--- config.mk ---
export PLATFORM = sky130hd
export DESIGN_NAME = rr_arbiter8
export DESIGN_NICKNAME = d
export VERILOG_FILES = /design/src/rtl/rr_arbiter8.sv
export SDC_FILE = /design/constraint.sdc
export NUM_CORES = 1
export LEC_CHECK = 0
export ABC_CLOCK_PERIOD_IN_PS = 7710
export CAP_MARGIN = 25
export CORE_ASPECT_RATIO = 2
export CORE_UTILIZATION = 35
export CTS_CLUSTER_SIZE = 16
export DETAILED_ROUTE_END_ITERATION = 8
export GPL_TIMING_DRIVEN = 0
export PLACE_DENSITY = 0.52
export RECOVER_POWER = 50
export SKIP_LAST_GASP = 1
export SYNTH_ARGS = -nofsm -noshare
export SYNTH_HDL_FRONTEND = slang
export SYNTH_SLANG_ARGS = --single-unit
--- constraint.sdc ---
create_clock -name clk -period 7.71 [get_ports clk]
set_input_delay 1.1565 -clock clk [delete_from_list [all_inputs] [get_ports clk]]
set_output_delay 1.1565 -clock clk [all_outputs]
set_load 0.1 [all_outputs]
--- src/rtl/rr_arbiter8.sv ---
// Round-robin / fixed-priority arbiter for N requesters with hold-time limit.
// One grant at a time, registered outputs, one idle cycle between grants.
module rr_arbiter8 #(
  parameter int N        = 8,
  parameter int IDX_W    = 3,
  parameter int MAX_HOLD = 16
) (
  input  logic             clk,
  input  logic             rst,
  input  logic [N-1:0]     req,
  input  logic             rel,
  input  logic             prio_mode,
  output logic [N-1:0]     gnt,
  output logic [IDX_W-1:0] gnt_idx,
  output logic             valid,
  output logic             timeout
);

  localparam int HOLD_W = (MAX_HOLD > 2) ? $clog2(MAX_HOLD) : 1;

  typedef enum logic [0:0] {
    IDLE = 1'b0,
    BUSY = 1'b1
  } state_t;

  state_t            state_q, state_d;
  logic [IDX_W-1:0]  ptr_q, ptr_d;
  logic [HOLD_W-1:0] hold_cnt_q, hold_cnt_d;
  logic [N-1:0]      gnt_q, gnt_d;
  logic [IDX_W-1:0]  gnt_idx_q, gnt_idx_d;
  logic              valid_q, valid_d;
  logic              timeout_q, timeout_d;

  logic              rr_found;
  logic [IDX_W-1:0]  rr_idx;
  logic [IDX_W-1:0]  fp_idx;
  logic [IDX_W-1:0]  win_idx;

  // Winner selection: rotating scan from ptr, or highest set bit.
  always_comb begin
    rr_found = 1'b0;
    rr_idx   = {IDX_W{1'b0}};
    fp_idx   = {IDX_W{1'b0}};
    for (int i = 0; i < N; i++) begin
      if (!rr_found && req[ptr_q + IDX_W'(i)]) begin
        rr_found = 1'b1;
        rr_idx   = ptr_q + IDX_W'(i);
      end else begin
        rr_found = rr_found;
      end
      if (req[i]) begin
        fp_idx = IDX_W'(i);
      end else begin
        fp_idx = fp_idx;
      end
    end
    if (prio_mode) begin
      win_idx = fp_idx;
    end else begin
      win_idx = rr_idx;
    end
  end

  // Next-state and output logic for the grant FSM.
  always_comb begin
    state_d    = state_q;
    ptr_d      = ptr_q;
    hold_cnt_d = hold_cnt_q;
    gnt_d      = gnt_q;
    gnt_idx_d  = gnt_idx_q;
    valid_d    = valid_q;
    timeout_d  = 1'b0;
    case (state_q)
      IDLE: begin
        gnt_d      = {N{1'b0}};
        gnt_idx_d  = {IDX_W{1'b0}};
        valid_d    = 1'b0;
        hold_cnt_d = {HOLD_W{1'b0}};
        if (|req) begin
          state_d          = BUSY;
          gnt_d[win_idx]   = 1'b1;
          gnt_idx_d        = win_idx;
          valid_d          = 1'b1;
        end else begin
          state_d = IDLE;
        end
      end
      BUSY: begin
        // A normal release outranks the hold limit when both hit together.
        if (rel || !req[gnt_idx_q] || (hold_cnt_q == HOLD_W'(MAX_HOLD - 1))) begin
          state_d    = IDLE;
          ptr_d      = gnt_idx_q + IDX_W'(1);
          hold_cnt_d = {HOLD_W{1'b0}};
          gnt_d      = {N{1'b0}};
          gnt_idx_d  = {IDX_W{1'b0}};
          valid_d    = 1'b0;
          if (rel || !req[gnt_idx_q]) begin
            timeout_d = 1'b0;
          end else begin
            timeout_d = 1'b1;
          end
        end else begin
          hold_cnt_d = hold_cnt_q + HOLD_W'(1);
        end
      end
      default: begin
        state_d    = IDLE;
        ptr_d      = {IDX_W{1'b0}};
        hold_cnt_d = {HOLD_W{1'b0}};
        gnt_d      = {N{1'b0}};
        gnt_idx_d  = {IDX_W{1'b0}};
        valid_d    = 1'b0;
      end
    endcase
  end

  // State and output registers with synchronous reset.
  always_ff @(posedge clk) begin
    if (rst) begin
      state_q    <= IDLE;
      ptr_q      <= {IDX_W{1'b0}};
      hold_cnt_q <= {HOLD_W{1'b0}};
      gnt_q      <= {N{1'b0}};
      gnt_idx_q  <= {IDX_W{1'b0}};
      valid_q    <= 1'b0;
      timeout_q  <= 1'b0;
    end else begin
      state_q    <= state_d;
      ptr_q      <= ptr_d;
      hold_cnt_q <= hold_cnt_d;
      gnt_q      <= gnt_d;
      gnt_idx_q  <= gnt_idx_d;
      valid_q    <= valid_d;
      timeout_q  <= timeout_d;
    end
  end

  assign gnt     = gnt_q;
  assign gnt_idx = gnt_idx_q;
  assign valid   = valid_q;
  assign timeout = timeout_q;

endmodule

# Word level (Yosys, flattened, before mapping)

Index checks and enable logic that the tools add are counted.

Input port bits: 12
Register bits after elaboration: 21
Output and inout bits: 13

Muxes and demuxes: 57
Add/sub/neg operators: 9
Reductions and logical operators: 21
Equality and inequality tests: 2
Order comparisons: 11
Bitwise gates (word level): 2

Operators with widths:

| cell                | count |
|---|---|
| $mux 3              | 17 |
| $lt 3x4->1 const B  | 10 |
| $bmux 1 s3          | 9 |
| $mux 1              | 22 |
| $mux 8              | 2 |
| $pmux 8 s2          | 1 |
| $add 3x3->3 const B | 4 |
| $logic_and 1x1->1   | 8 |
| $logic_not 1->1     | 8 |
| $pmux 4 s2          | 1 |
| $reduce_or 8->1     | 1 |
| $add 3x1->3 const B | 2 |
| $add 3x2->3 const B | 2 |
| $pmux 3 s2          | 1 |
| $add 4x1->4 const B | 1 |
| $eq 4x4->1 const B  | 1 |
| $mux 4              | 1 |
| $pmux 1 s2          | 2 |
| $demux 1 s3         | 1 |
| $ge 3x1->1 const B  | 1 |
| $reduce_or 3->1     | 1 |
| $logic_or 1x1->1    | 2 |
| $ne 2x1->1 const B  | 1 |
| $not 1->1           | 2 |
| $reduce_and 2->1    | 1 |

# Logic depth before layout (Yosys ltp)

Depth after elaboration: 31
Mapped depth: 13

# Worst setup path before layout

No wires, ideal clock.

Path kind: in2reg
From: in req[5]
To: reg gnt_q[4], in the netlist gnt[4]
Buffers on the path: 1
Arrival time: 3.265 ns
Setup slack: 4.326 ns
Required time: 7.591 ns
Stages on the path: 9
Path through: clkbuf_1 -> mux4_2 -> mux2i_2 -> nand2_1 -> a21o_1 -> a2111oi_2 -> a2111oi_2 -> a211o_1 -> a32o_1

Word-level cells in the longest chain between the ends: 31
Elaborated cells on any way between the ends: 63
Those cells by class: 2 x order compare; 1 x eq/ne; 41 x mux; 19 x reduce/logical

Ends and longest elaborated chain:

| what                                                           | line | RTL |
|---|---|---|
| start, declared                                                | 10   | `input logic [N-1:0] req,` |
| $bmux 1 s3                                                     | 45   | `if (!rr_found && req[ptr_q + IDX_W'(i)]) begin` |
| $mux 1 (implied by the code)                                   | 45   |  |
| $mux 1                                                         | 45   |  |
| $logic_not 1->1                                                | 45   |  |
| $logic_and 1x1->1                                              | 45   |  |
| $mux 1                                                         | 45   |  |
| $logic_not 1->1                                                | 45   |  |
| $logic_and 1x1->1                                              | 45   |  |
| (+15 left out)                                                 | -    |  |
| $mux 3                                                         | 45   |  |
| $mux 3                                                         | 57   | `if (prio_mode) begin` |
| $lt 3x4->1 (implied by the code) or $ge 3x1->1 (tied branches) | 81   | `gnt_d[win_idx] = 1'b1;` |
| $logic_and 1x1->1 (implied by the code)                        | 81   |  |
| $mux 1 (implied by the code)                                   | 81   |  |
| $demux 1 s3                                                    | 81   |  |
| $mux 8                                                         | 79   | `if (\|req) begin` |
| $pmux 8 s2                                                     | 73   | `case (state_q)` |
| end signal, assigned                                           | 123  | `gnt_q <= {N{1'b0}};` |
| end signal, assigned                                           | 131  | `gnt_q <= gnt_d;` |
| end, declared                                                  | 29   | `logic [N-1:0] gnt_q, gnt_d;` |

Parallel ways exist; a longest one is shown, timed or not. The select of a mux whose other input is x is not followed.
A chain may end at the register's enable or synchronous reset.

# Worst setup path after layout

From: in req[7]
To: reg gnt_q[6], in the netlist gnt[6]

The elaborated chain is that of the path after synthesis.

==> impl_metrics.json <==
{
  "yosysSeqAreaShare": 0.218,
  "portBuffers": 22,
  "post-route-min-period_ps": 4130,
  "avgSynthCellArea_sq_um": 9.46,
  "cts_hold_buf": 0,
  "drt_iter0_markers": 47,
  "io_pins": 25,
  "finalWirelength_um": 5460,
  "r2r_slack_ps": 3980,
  "cp-end-kind": "flip-flop",
  "dieHeight_um": 107,
  "min_path_type": "flip-flop to flip-flop",
  "path_class": "input port to flip-flop",
  "antennaDiodeCount": 0,
  "vias": 1708,
  "grt_max_degree": 12,
  "post-place-ws_ps": 3340,
  "start_util": 0.369,
  "synth-main-ff-cell": "dfxtp_1",
  "leakage_uw": 0.000877,
  "crit_fanout": 10,
  "synth_area_sq_um": 1930,
  "grt_overflow": 0,
  "worstHoldStart": "hold_cnt_q[0]$_SDFF_PP0_",
  "antenna_found_initial": 0,
  "cts_tree": "yes",
  "cts_resized": 0,
  "final_util": 0.434,
  "holdPathEnd": "hold_cnt_q[0]$_SDFF_PP0_",
  "die_w_um": 54.5,
  "setup_tns_ps": 0,
  "worstMarginPinSlew_ps": 978,
  "core_area_sq_um": 5230,
  "fmax_ghz": 0.242,
  "drc": 0,
  "dieArea_sq_um": 5830,
  "syn_to_final_growth_pct": 17.5,
  "maxCapViolations": 0,
  "p_total_uw": 497,
  "arrival_ps": 4280,
  "required_ps": 7860,
  "wl_per_cell_um": 19.0,
  "synthTopCellsByArea": "dfxtp_1 (22%), mux4_2 (13%), mux2i_1 (4.1%), mux2_2 (3.5%), nor2_1 (2.9%)",
  "dp_hpwl_um": 4320,
  "track_usage": 0.208,
  "cts.path.max_buffers": 2,
  "layout_setup_ws_ps": 3580,
  "root_buffer": "clkbuf_8",
  "final_common_cell": "dfxtp_1",
  "cts_sinks": 21,
  "synth_cell_types": 57,
  "place.gp.congestion": 0.918,
  "insertion_delay_ps": 250,
  "antenna_left": 0,
  "synthArstFlopShare": 0,
  "slew_headroom": 0.344,
  "netlist.top_cell.by_area": "dfxtp_1",
  "cts.clk_slew.worst_paths_ps": 70,
  "rsz0062_at_grt": "no",
  "yosys.area.top_type_share": 0.218,
  "yosys_warnings": 0,
  "cts_setup_buffers": 0,
  "start_kind": "input port",
  "numCtsBuffers": 3,
  "layout-drive-gt1-share": 0.187,
  "htree_levels": 1,
  "skew_ps": 3.51,
  "hold_ws_ps": 457,
  "num-nets-final": 247,
  "layout_common_cells": "dfxtp_1 (21), nor2_1 (15), dlygate4sd3_1 (14)",
  "slew_viol_final": 0,
  "finalCritPeriodShare": 0.536,
  "powerDensity_nw_per_um2": 219,
  "outcome": "completed",
  "rr_startpoint": "ptr_q[1]$_SDFFE_PP0P_",
  "r2r-end": "gnt[6]$_SDFFE_PP0P_",
  "synth-edff-count": 0,
  "vias_per_cell": 5.93,
  "synth.net_count": 220,
  "rr_worst_depth": 12,
  "vdd.ir_drop.worst_mv": 0.152,
  "final.fill_count": 515,
  "hold_viol": 0,
  "syn_inst": 204,
  "rows": 37,
  "whs_path_depth": 1,
  "synth_seq_cells": 21,
  "first_global_vias": 1752,
  "dr.pass1.iters": 4,
  "grt_pass1_wl_um": 8770,
  "setup_viol": 0
}
==> worst max-delay path by stage <==
stage                start             endpoint  slack, ps  depth (start not counted)
global route        req[7]  gnt[1]$_SDFFE_PP0P_       3470                          8
CTS                 req[7]  gnt[7]$_SDFFE_PP0P_       3620                          8
finish              req[7]  gnt[6]$_SDFFE_PP0P_       3580                          8
global placement    req[7]  gnt[6]$_SDFFE_PP0P_       3350                          8
floorplan           req[5]  gnt[4]$_SDFFE_PP0P_       4330                          9
detailed placement  req[7]  gnt[7]$_SDFFE_PP0P_       3340                          8
==> through the flow <==
stage                     cells  instance area, sq um
after CTS                   288                  2270
after global placement      284                  2220
after floorplan             204                  1930
final                       288                  2270
after global routing        288                  2270
after detailed placement    284                  2220
==> state kept, by name (all words and copies together) (netlist names) <==
| signal | flops |
|---|---|
| gnt | 8 |
| hold_cnt_q | 4 |
| gnt_idx | 3 |
| ptr_q | 3 |
| state_q | 1 |
| timeout | 1 |
| valid | 1 |
==> power by group <==
part	internal, uW	leakage [uW]	switching [uW]
logic	113	0.000683	187
registers	119	0.000171	9.96
clock network	36.7	0.0000228	32.7
total	268	0.000877	229
==> Yosys cell counts, types with 2 or more instances <==
cell / count
dfxtp_1: 21
nor2_1: 15
nand2_1: 12
mux4_2: 11
nor3_1: 10
a21oi_1: 9
and2_1: 8
mux2i_1: 8
inv_1: 7
mux2_2: 6
o31ai_1: 6
clkbuf_1: 5
o21ai_0: 5
a22o_1: 4
a32o_1: 4
buf_6: 4
ha_1: 4
nand2b_1: 4
nor2b_1: 4
a211o_1: 3
a21o_1: 3
mux2_4: 3
o32ai_1: 3
or2_2: 3
xnor2_1: 3
a2111oi_2: 2
a211oi_1: 2
and3_1: 2
buf_2: 2
nor4_1: 2
o21ai_1: 2
xor2_1: 2
==> final cells by class <==
type | instances | area [sq um] | share of cell area
Sequential cell | 21 | 420 | 0.185
Timing Repair Buffer | 22 | 220 | 0.0971
Tap cell | 58 | 72.6 | 0.0320
Clock buffer | 4 | 45.0 | 0.0199
Multi-Input combinational cell | 162 | 1400 | 0.615
Inverter | 8 | 30.0 | 0.0132
Buffer | 13 | 85.1 | 0.0375
==> cells by family after synthesis <==
| group | synth area share |
|---|---|
| simple gates | 0.173 |
| compound gates | 0.244 |
| mux | 0.249 |
| buf+inv | 0.0596 |
| flops | 0.218 |
| xor+xnor | 0.0311 |
| fa+ha+maj | 0.0259 |
==> metal layers <==
layer	vias up	wire length, um	part of all wire	global-route usage
met5	-	0	0	0
met2	38	3010	0.55	0.373
met4	0	304	0.056	0.136
li1	835	-	-	-
met3	18	129	0.024	0.0142
met1	817	2020	0.37	0.212
==> worst max-delay path, cell delays in order <==
cell             delay, ps
clkdlybuf4s50_1        600
mux4_1                 620
mux2i_1                400
o21ai_1                260
or3_1                  420
a2111oi_2              410
a211oi_2               160
a32o_1                 250
No activity file was read; power rests on OpenSTA's default activity.
==> RTL change: new RTL, config.mk and constraints unchanged <==
Set the parameter `IDX_W` to 4 (it was 3).
--- a/src/rtl/rr_arbiter8.sv
+++ b/src/rtl/rr_arbiter8.sv
@@ -2,7 +2,7 @@
 // One grant at a time, registered outputs, one idle cycle between grants.
 module rr_arbiter8 #(
   parameter int N        = 8,
-  parameter int IDX_W    = 3,
+  parameter int IDX_W    = 4,
   parameter int MAX_HOLD = 16
 ) (
   input  logic             clk,
Ports: changed (resized gnt_idx); port bits go from 25 to 26. The function was not compared with the original's and may differ.
==> RTL change against the unedited design <==
Sequential power up 9%. Register-to-register slack worse by 0.65 ns. Clock skew about the same. Cell area up 16%. Synthesized area up 15%. Worst hold slack worse by 0.0021 ns. Utilization about the same. Critical path type is now reg2reg. Wire length up 21%. Worst setup slack worse by 0.25 ns. Total power up 15%. Sequential cell count up 2. Global-route usage up 0.53 points.
==> RTL change: results (changes against the unedited design) <==
[clocking]
numCtsBuffers=3  ; unchanged
path_clk_slew_ns=0.06
cts-root-buf=clkbuf_16  ; was clkbuf_8
postCtsSetupBuffers=0  ; unchanged
clock_latency_ns=0.26
cts_max_path_buffers=2  ; unchanged
cts_resized=0  ; unchanged
ctsHtreeMaxLevel=1  ; unchanged

[synth]
synthTopCellsByArea=dfxtp_1 21%, mux4_2 15%, mux2i_1 6.3%  ; was dfxtp_1 22%, mux4_2 13%, mux2i_1 4.1%
synth_fp_nets=254  ; was 220
synth_ff_type=dfxtp_1  ; unchanged
ys_top_cells_by_count=23 x dfxtp_1, 19 x nand2_1, 15 x mux4_2  ; was 21 x dfxtp_1, 15 x nor2_1, 12 x nand2_1
synth.yosys.seq_area_share_pct=20.7  ; was 21.8%
synth_cell_types=61  ; was 57
yosys_warnings=0  ; unchanged
async_flop_share_pct=0  ; unchanged

[timing]
worst_slew_pin_slew_ns=0.984  ; was 0.978 ns
skew_ns=0.00388  ; was 0.00351 ns

[critical_path]
critPathMaxFanout=10  ; unchanged
r2r-start=ptr_q[2]  ; was ptr_q[1]
r2r_cells=11  ; was 12
slowest_stage=ha_1  ; was mux4_1
startpoint_type=flip-flop  ; was primary input
slowest_delay_ns=0.59  ; was 0.62 ns
cp_top_family=simple AND/OR/NAND/NOR gates  ; was compound AO/OA/AOI/OAI gates
arrival_ns=4.55  ; was 4.28 ns
crit_end=gnt[6]  ; unchanged
reg2reg_slack_ns=3.33  ; was 3.98 ns

[hold_path]
min_path_type=reg2reg  ; unchanged

[cells_and_area]
fillers=590  ; was 515
diodes=0  ; unchanged
drive_gt1_share_pct=16.2  ; was 18.7%
largest_register_ffs=8  ; unchanged
layout.nets=281  ; was 247

[place]
place_congestion=0.903  ; was 0.918
dpl.hpwl_um=5290  ; was 4320 µm
port_buffers=21  ; was 22

[route]
drt_first_pass_iters=4  ; unchanged
detail_route.iter0.violations=47  ; unchanged
wire_per_inst_um=19.3  ; was 19.0 µm
vias_per_cell=5.83  ; was 5.93

[run_status]
run_status=completed  ; unchanged

[global_route]
grt_pass1_vias=2041  ; was 1752
antenna_found_initial=0  ; unchanged
grt_first_pass_wirelength_um=10700  ; was 8770 µm
grtUsageTotal_pct=21.3  ; was 20.8%
grt_max_degree=13  ; was 12

[power]
p_leak_nw=1.00  ; was 0.877 nW
peakVddDrop_v=0.000175  ; was 0.000152 V

==> RTL change: changes by cell type after synthesis, moves of 4 or more <==
cell,delta
nand2_1,+7
nor3_1,-7
clkbuf_1,+6
mux2i_1,+6
ha_1,+5
nor2_1,-5
a21oi_1,+4
mux4_2,+4
==> RTL change: final cells by class <==
class | count | area share, %
multi-input combinational | 187 | 62.7
clock buffer | 4 | 3.00
timing repair buffer | 22 | 8.39
inverter | 7 | 1.00
tap | 84 | 4.01
buffer | 16 | 3.34
sequential | 23 | 17.5
==> RTL change: metal layers <==
metal  vias up  wire length, µm  track usage [%]
met5         -                0                0
met4         0              269             11.4
met2        53             3820             41.4
met1       980             2350             21.4
li1        951                -                -
met3        16              165             1.36
==> RTL change: worst min-delay path, cell delays in order (launching register included) <==
cell and delay, ns:
dfxtp_1 0.32, nand2_1 0.05, o31ai_1 0.06
==> RTL change: report_power, final <==
| group | leakage, nW | internal, W | total (W) | switching, W |
|---|---|---|---|---|
| logic | 0.774 | 0.000122 | 0.000321 | 0.000199 |
| clock network | 0.0382 | 0.0000706 | 0.000112 | 0.0000417 |
| registers | 0.188 | 0.000129 | 0.000140 | 0.0000112 |
==> RTL change: kinds of logic (layout without fill, tap and decap cells) <==
group | count (synthesis) | in the layout | synth area share (%)
buf+inv | 23 | 49 | 5.13
mux | 38 | 38 | 27.3
simple gates | 66 | 66 | 16.0
xor+xnor | 9 | 9 | 3.55
compound gates | 65 | 65 | 22.2
fa+ha+maj | 9 | 9 | 5.07
flops | 23 | 23 | 20.7
==> RTL change: worst min path at each step <==
stage	cells after the start	endpoint	slack, ns	from
after floorplan	1	hold_cnt_q[0]	0.42	hold_cnt_q[0]
after global placement	2	gnt[1]	0.44	gnt[1]
after detailed placement	2	gnt[2]	0.44	gnt[2]
after CTS	1	hold_cnt_q[0]	0.46	hold_cnt_q[0]
after global routing	2	gnt[6]	0.48	gnt[6]
final	2	gnt[1]	0.45	gnt[1]
==> RTL change: per-stage QoR <==
stage | worst slack, ns | cells | cell area, µm² | util [%] | hold slack [ns]
3_5_place_dp | 3.18 | 339 | 2540 | 42.0 | 0.445
6_report | 3.33 | 343 | 2620 | 43.3 | 0.455
2_1_floorplan | 4.17 | 233 | 2220 | - | 0.421
5_1_grt | 2.93 | 343 | 2620 | 43.3 | 0.480
4_1_cts | 3.28 | 343 | 2620 | 43.3 | 0.458
3_3_place_gp | 3.12 | 338 | 2530 | 41.9 | 0.443
